**config.mk**
```make
export PLATFORM = sky130hd
export DESIGN_NAME = fifo_param
export DESIGN_NICKNAME = d
export VERILOG_FILES = /design/src/rtl/fifo_param_pkg.sv /design/src/rtl/register_r_en.sv /design/src/rtl/fifo_param.sv
export SDC_FILE = /design/constraint.sdc
export NUM_CORES = 1
export LEC_CHECK = 0
export BUFFER_PORTS_ARGS = -buffer_cell sky130_fd_sc_hd__buf_4
export CORE_ASPECT_RATIO = 1.5
export CORE_UTILIZATION = 35
export CTS_CLUSTER_DIAMETER = 60
export CTS_CLUSTER_SIZE = 25
export DETAILED_ROUTE_END_ITERATION = 6
export SLEW_MARGIN = 20
export SYNTH_ARGS = -nofsm -noshare
export SYNTH_HDL_FRONTEND = slang
export SYNTH_HIERARCHICAL = 1
export SYNTH_SLANG_ARGS = --single-unit
export TNS_END_PERCENT = 10
```
**constraint.sdc**
```tcl
create_clock -name clk -period 6.73 [get_ports clk]
set_clock_uncertainty 0.15 [all_clocks]
set_input_delay 1.346 -clock clk [delete_from_list [all_inputs] [get_ports clk]]
set_output_delay 1.346 -clock clk [all_outputs]
set_load 0.02 [all_outputs]
```
**src/rtl/fifo_param_pkg.sv**
```systemverilog
// Shared constants for the parameterised FIFO: FSM state encodings and a
// constant clog2 used to size pointers and the occupancy counter.
package fifo_param_pkg;

  // State reflects the operation performed in the previous cycle
  localparam logic [2:0] ST_INIT     = 3'd0;
  localparam logic [2:0] ST_NO_OP    = 3'd1;
  localparam logic [2:0] ST_WRITE    = 3'd2;
  localparam logic [2:0] ST_WR_ERROR = 3'd3;
  localparam logic [2:0] ST_READ     = 3'd4;
  localparam logic [2:0] ST_RD_ERROR = 3'd5;

  // Ceiling log2, usable in parameter/port declarations
  function automatic int clog2(input int n);
    int r;
    r = 0;
    while ((1 << r) < n) r++;
    return r;
  endfunction

endpackage

```
**src/rtl/register_r_en.sv**
```systemverilog
// One FIFO storage entry: WIDTH-bit register, async active-low reset, load enable.
module register_r_en #(
  parameter int WIDTH = 32
) (
  input  logic             clk,
  input  logic             reset_n,
  input  logic             en,
  input  logic [WIDTH-1:0] d,
  output logic [WIDTH-1:0] q
);

  // Load d when this entry is the write target
  always_ff @(posedge clk or negedge reset_n) begin
    if (!reset_n) q <= '0;
    else if (en)  q <= d;
  end

endmodule

```
**src/rtl/fifo_param.sv**
```systemverilog
// Parameterised synchronous FIFO with registered read data, occupancy count,
// status flags and registered ack/err handshake pulses.
// Optional feature macro: FIFO_PARAM_ALMOST_FLAGS_EN enables almost_full /
// almost_empty; without it both ports are tied low.
module fifo_param
  import fifo_param_pkg::*;
#(
  parameter int WIDTH    = 32,
  parameter int DEPTH    = 8,
  parameter int AF_LEVEL = DEPTH - 1,
  parameter int AE_LEVEL = 1
) (
  input  logic                  clk,
  input  logic                  reset_n,
  input  logic                  wr_en,
  input  logic                  rd_en,
  input  logic [WIDTH-1:0]      d_in,
  output logic [WIDTH-1:0]      d_out,
  output logic [clog2(DEPTH):0] data_count,
  output logic                  full,
  output logic                  empty,
  output logic                  almost_full,
  output logic                  almost_empty,
  output logic                  wr_ack,
  output logic                  wr_err,
  output logic                  rd_ack,
  output logic                  rd_err
);

  localparam int AW = clog2(DEPTH);
  localparam int CW = AW + 1;

  // Thresholds outside 0..DEPTH can never be meaningful
  if (AF_LEVEL < 0 || AF_LEVEL > DEPTH || AE_LEVEL < 0 || AE_LEVEL > DEPTH) begin : g_bad_level
    $error("fifo_param: AF_LEVEL/AE_LEVEL outside 0..DEPTH");
  end

  logic [AW-1:0]                head, tail;
  logic [DEPTH-1:0][WIDTH-1:0]  mem;
  logic [WIDTH-1:0]             rd_data;
  logic                         wr_ok, rd_ok;
  logic [2:0]                   state, state_nxt;
  // side[0]: the other direction was acked too, side[1]: the other direction erred
  logic [1:0]                   side, side_nxt;

  assign full  = (data_count == CW'(DEPTH));
  assign empty = (data_count == '0);

`ifdef FIFO_PARAM_ALMOST_FLAGS_EN
  assign almost_full  = (data_count >= CW'(AF_LEVEL));
  assign almost_empty = (data_count <= CW'(AE_LEVEL));
`else
  assign almost_full  = 1'b0;
  assign almost_empty = 1'b0;
`endif

  // A rejected request never touches storage, pointers or count
  assign wr_ok = wr_en & ~full;
  assign rd_ok = rd_en & ~empty;

  // Storage: one register per entry, loaded only when tail points at it
  for (genvar i = 0; i < DEPTH; i++) begin : g_entry
    register_r_en #(.WIDTH(WIDTH)) u_reg (
      .clk     (clk),
      .reset_n (reset_n),
      .en      (wr_ok && (tail == AW'(i))),
      .d       (d_in),
      .q       (mem[i])
    );
  end

  assign rd_data = mem[head];

  // Pointers, occupancy and registered read data
  always_ff @(posedge clk or negedge reset_n) begin
    if (!reset_n) begin
      head       <= '0;
      tail       <= '0;
      data_count <= '0;
      d_out      <= '0;
    end else begin
      if (wr_ok) tail <= tail + 1'b1;
      if (rd_ok) begin
        head  <= head + 1'b1;
        d_out <= rd_data;
      end
      data_count <= data_count + CW'(wr_ok) - CW'(rd_ok);
    end
  end

  // FSM state register
  always_ff @(posedge clk or negedge reset_n) begin
    if (!reset_n) begin
      state <= ST_INIT;
      side  <= '0;
    end else begin
      state <= state_nxt;
      side  <= side_nxt;
    end
  end

  // Next state: a dual request lands in READ unless the FIFO was empty
  always_comb begin
    state_nxt = ST_NO_OP;
    side_nxt  = 2'b00;
    case ({wr_en, rd_en})
      2'b10: state_nxt = full  ? ST_WR_ERROR : ST_WRITE;
      2'b01: state_nxt = empty ? ST_RD_ERROR : ST_READ;
      2'b11: begin
        state_nxt = empty ? ST_WRITE : ST_READ;
        side_nxt  = (empty || full) ? 2'b10 : 2'b01;
      end
      default: state_nxt = ST_NO_OP;
    endcase
  end

  // Handshake pulses decoded from registered state; exclusive per direction
  always_comb begin
    wr_ack = (state == ST_WRITE)    | ((state == ST_READ)  & side[0]);
    wr_err = (state == ST_WR_ERROR) | ((state == ST_READ)  & side[1]);
    rd_ack = (state == ST_READ);
    rd_err = (state == ST_RD_ERROR) | ((state == ST_WRITE) & side[1]);
  end

endmodule

```
==> impl_metrics.yaml <==
critical_path:
  crit_buf_inv: 5
  cp.arrival_ps: 4040
  startpoint_type: "register"
  crit_type: "register to register"
  crit_path_max_incr_delay_ps: 970
  crit_required_ps: 6980
  critPathCaptureType: "register"
  crit_chain: "inv_1 > ha_1 > nor3b_4 > buf_4 > nand2b_2 > inv_2 > ha_1 > inv_1 > ha_1 > inv_1 > fa_1 > xnor2_1"
  slowest_stage: "nand2b_2"
  cp_max_fo: 37
  reg2reg_depth: 12
  cp_top_family: "simple AND/OR/NAND/NOR gates"
  cp.depth: 12
sta:
  rsz0062_at_grt: "false"
  fin_crit_sh: 0.562
  period_needed_ps: 3780
  setup_viol: 0
  fmax_mhz: 264
  tns_ps: 0
  finalHoldViolations: 0
  slew_headroom: 0.257
  worstMarginPinSlew_ps: 1120
  slew_viol_final: 0
synthesis:
  synth_top_area_share: 0.508
  postSynthCellCount: 956
  synthTopCellsByArea: "dfrtp_1 (51%), mux2_4 (24%), mux2_2 (6.1%)"
  yosysTopAreaCell: "dfrtp_1"
  synth_seq_area_share: 0.508
  ys_types: 32
  synth-warning-count: 6
  syn_area_mm2: 0.0149
  syn_area_per_cell_um2: 15.6
  synth_seq_cells: 303
clock_tree:
  cts_resized: 0
  htreeDepth: 1
  hold_buffers: 0
  clock-sinks: 303
  numCtsBuffers: 18
  cts_buffer_depth: 3
  insertion_delay_ps: 530
  post_cts_buffers: 0
  clkTransAtPathRegs_ps: 90
  cts-root-buf: "clkbuf_16"
  cts_tree: "yes"
cells_and_area:
  area_growth_pct: 8.90
  layout_commonest_cell: "dfrtp_1"
  final_layout_size_suffix_gt1_frac: 0.455
  diodes: 0
  final-seq-area_mm2: 0.00759
  layout_common_cells: "dfrtp_1 (302), mux2_4 (240), buf_4 (89)"
  final_nets: 1049
  fillCellCount: 3869
  finalInstanceArea_mm2: 0.0163
  multi_input_area_mm2: 0.00653
power:
  peakVddDrop_uv: 285
  power_density_mw_per_mm2: 509
  intPower_mw: 5.53
  p_total_mw: 8.28
  comb_power_share: 0.448
  seq_power_share: 0.400
  clock_power_share: 0.152
  power_switching_share: 0.333
  cellLeakagePower_nw: 7.38
  switching_power_mw: 2.76
grt:
  antenna_found_initial: 0
  grt_max_degree: 132
  grt_usage: 0.162
  grt_pass1_wl_mm: 54.4
  grt_pass1_vias: 8900
  grt-ovfl-total: 0
placement:
  place_congestion: 0.713
  placement.io_buffers: 77
  hpwl_mm: 19.8
  dpl_cell_area_mm2: 0.0156
worst_hold_path:
  hold_depth: 1
  hp-class: "register to register"
route:
  drt_wl_total_mm: 34.1
  dr.pass1.iters: 4
  vias: 8007
  wl_per_cell_um: 21.7
  drcViolationCount: 0
  via_per_inst: 5.09
  drt_iter0_drc: 399
  postRouteAntennaNets: 0
die:
  core_mm2: 0.0420
  io_pins: 80
  start_util: 0.355
  dieArea_mm2: 0.0435
  fp.dieW_um: 171
  die_h_um: 255
  num_rows: 92
run:
  cap_violations: 0
run_status:
  status: "finished, final reports clean"
==> registers in the layout (all words and copies together) (netlist names) <==
name and flops:
tail 3, d_out 32, state 3, side 2, head 3, g_entry.u_reg/q 256, data_count 4
==> metrics by stage <==
step                 util  std cells  worst slack, ps  hold WS, ps
floorplan               -        957             3720          325
global placement    0.371       1541             2830          334
detailed placement  0.372       1543             2790          341
CTS                 0.387       1573             2820          362
global route        0.387       1573             2730          374
finish              0.387       1573             2950          358
==> cells in the mapped netlist (all sizes together) <==
library cell,count
mux2,322
dfrtp,303
mux2i,65
buf,53
a22o,34
o21ai,32
o22ai,32
o31ai,32
clkbuf,19
ha,13
inv,13
and3,6
nor2b,6
a21oi,4
and2,3
nor2,3
nor3b,3
xnor2,3
nand2,2
nand2b,2
xor2,2
a21o,1
conb,1
fa,1
o211a,1
==> power by group through the flow <==
stage               clock network, mW  logic (mW)  registers (mW)
floorplan                           0        2.96            3.25
CTS                              1.31        3.75            3.31
detailed placement                  0        3.75            3.33
finish                           1.26        3.71            3.31
global route                     1.37        3.98            3.43
global placement                    0        3.64            3.31
==> worst paths after layout <==
kind	startpoint	to	slack, ps
setup / recovery	data_count[2]	data_count[2]	2950
hold / removal	g_entry[5].u_reg/q[29]	g_entry[5].u_reg/q[29]	360
setup reg to reg	data_count[2]	data_count[2]	2950
hold reg to reg	g_entry[5].u_reg/q[29]	g_entry[5].u_reg/q[29]	360
max in group asynchronous	reset_n	g_entry[4].u_reg/q[17]	4320
min in group asynchronous	reset_n	data_count[2]	740
==> cells by family (layout without fill, tap and decap cells) <==
family	Yosys count	count (layout)	synth area share
mux	387	387	0.347
flops	303	303	0.508
compound gates	136	136	0.0627
fa+ha+maj	14	14	0.0122
simple gates	25	25	0.0106
other cells	1	2	0.000251
xor+xnor	5	5	0.00293
buf+inv	85	137	0.0570
==> area by class of cell <==
cell class	instances	area share
clock buffer	22	0.0312
clock inverter	8	0.00692
inverter	13	0.00300
multi-input combinational	569	0.402
timing repair buffer	94	0.0474
sequential	303	0.466
tap	564	0.0434
==> layer usage <==
metal  share of wire  global-route usage
met5               0                   0
met4           0.022              0.0517
met3           0.030              0.0179
met2            0.50               0.279
met1            0.44               0.211
(Power assumes the default switching activity.)
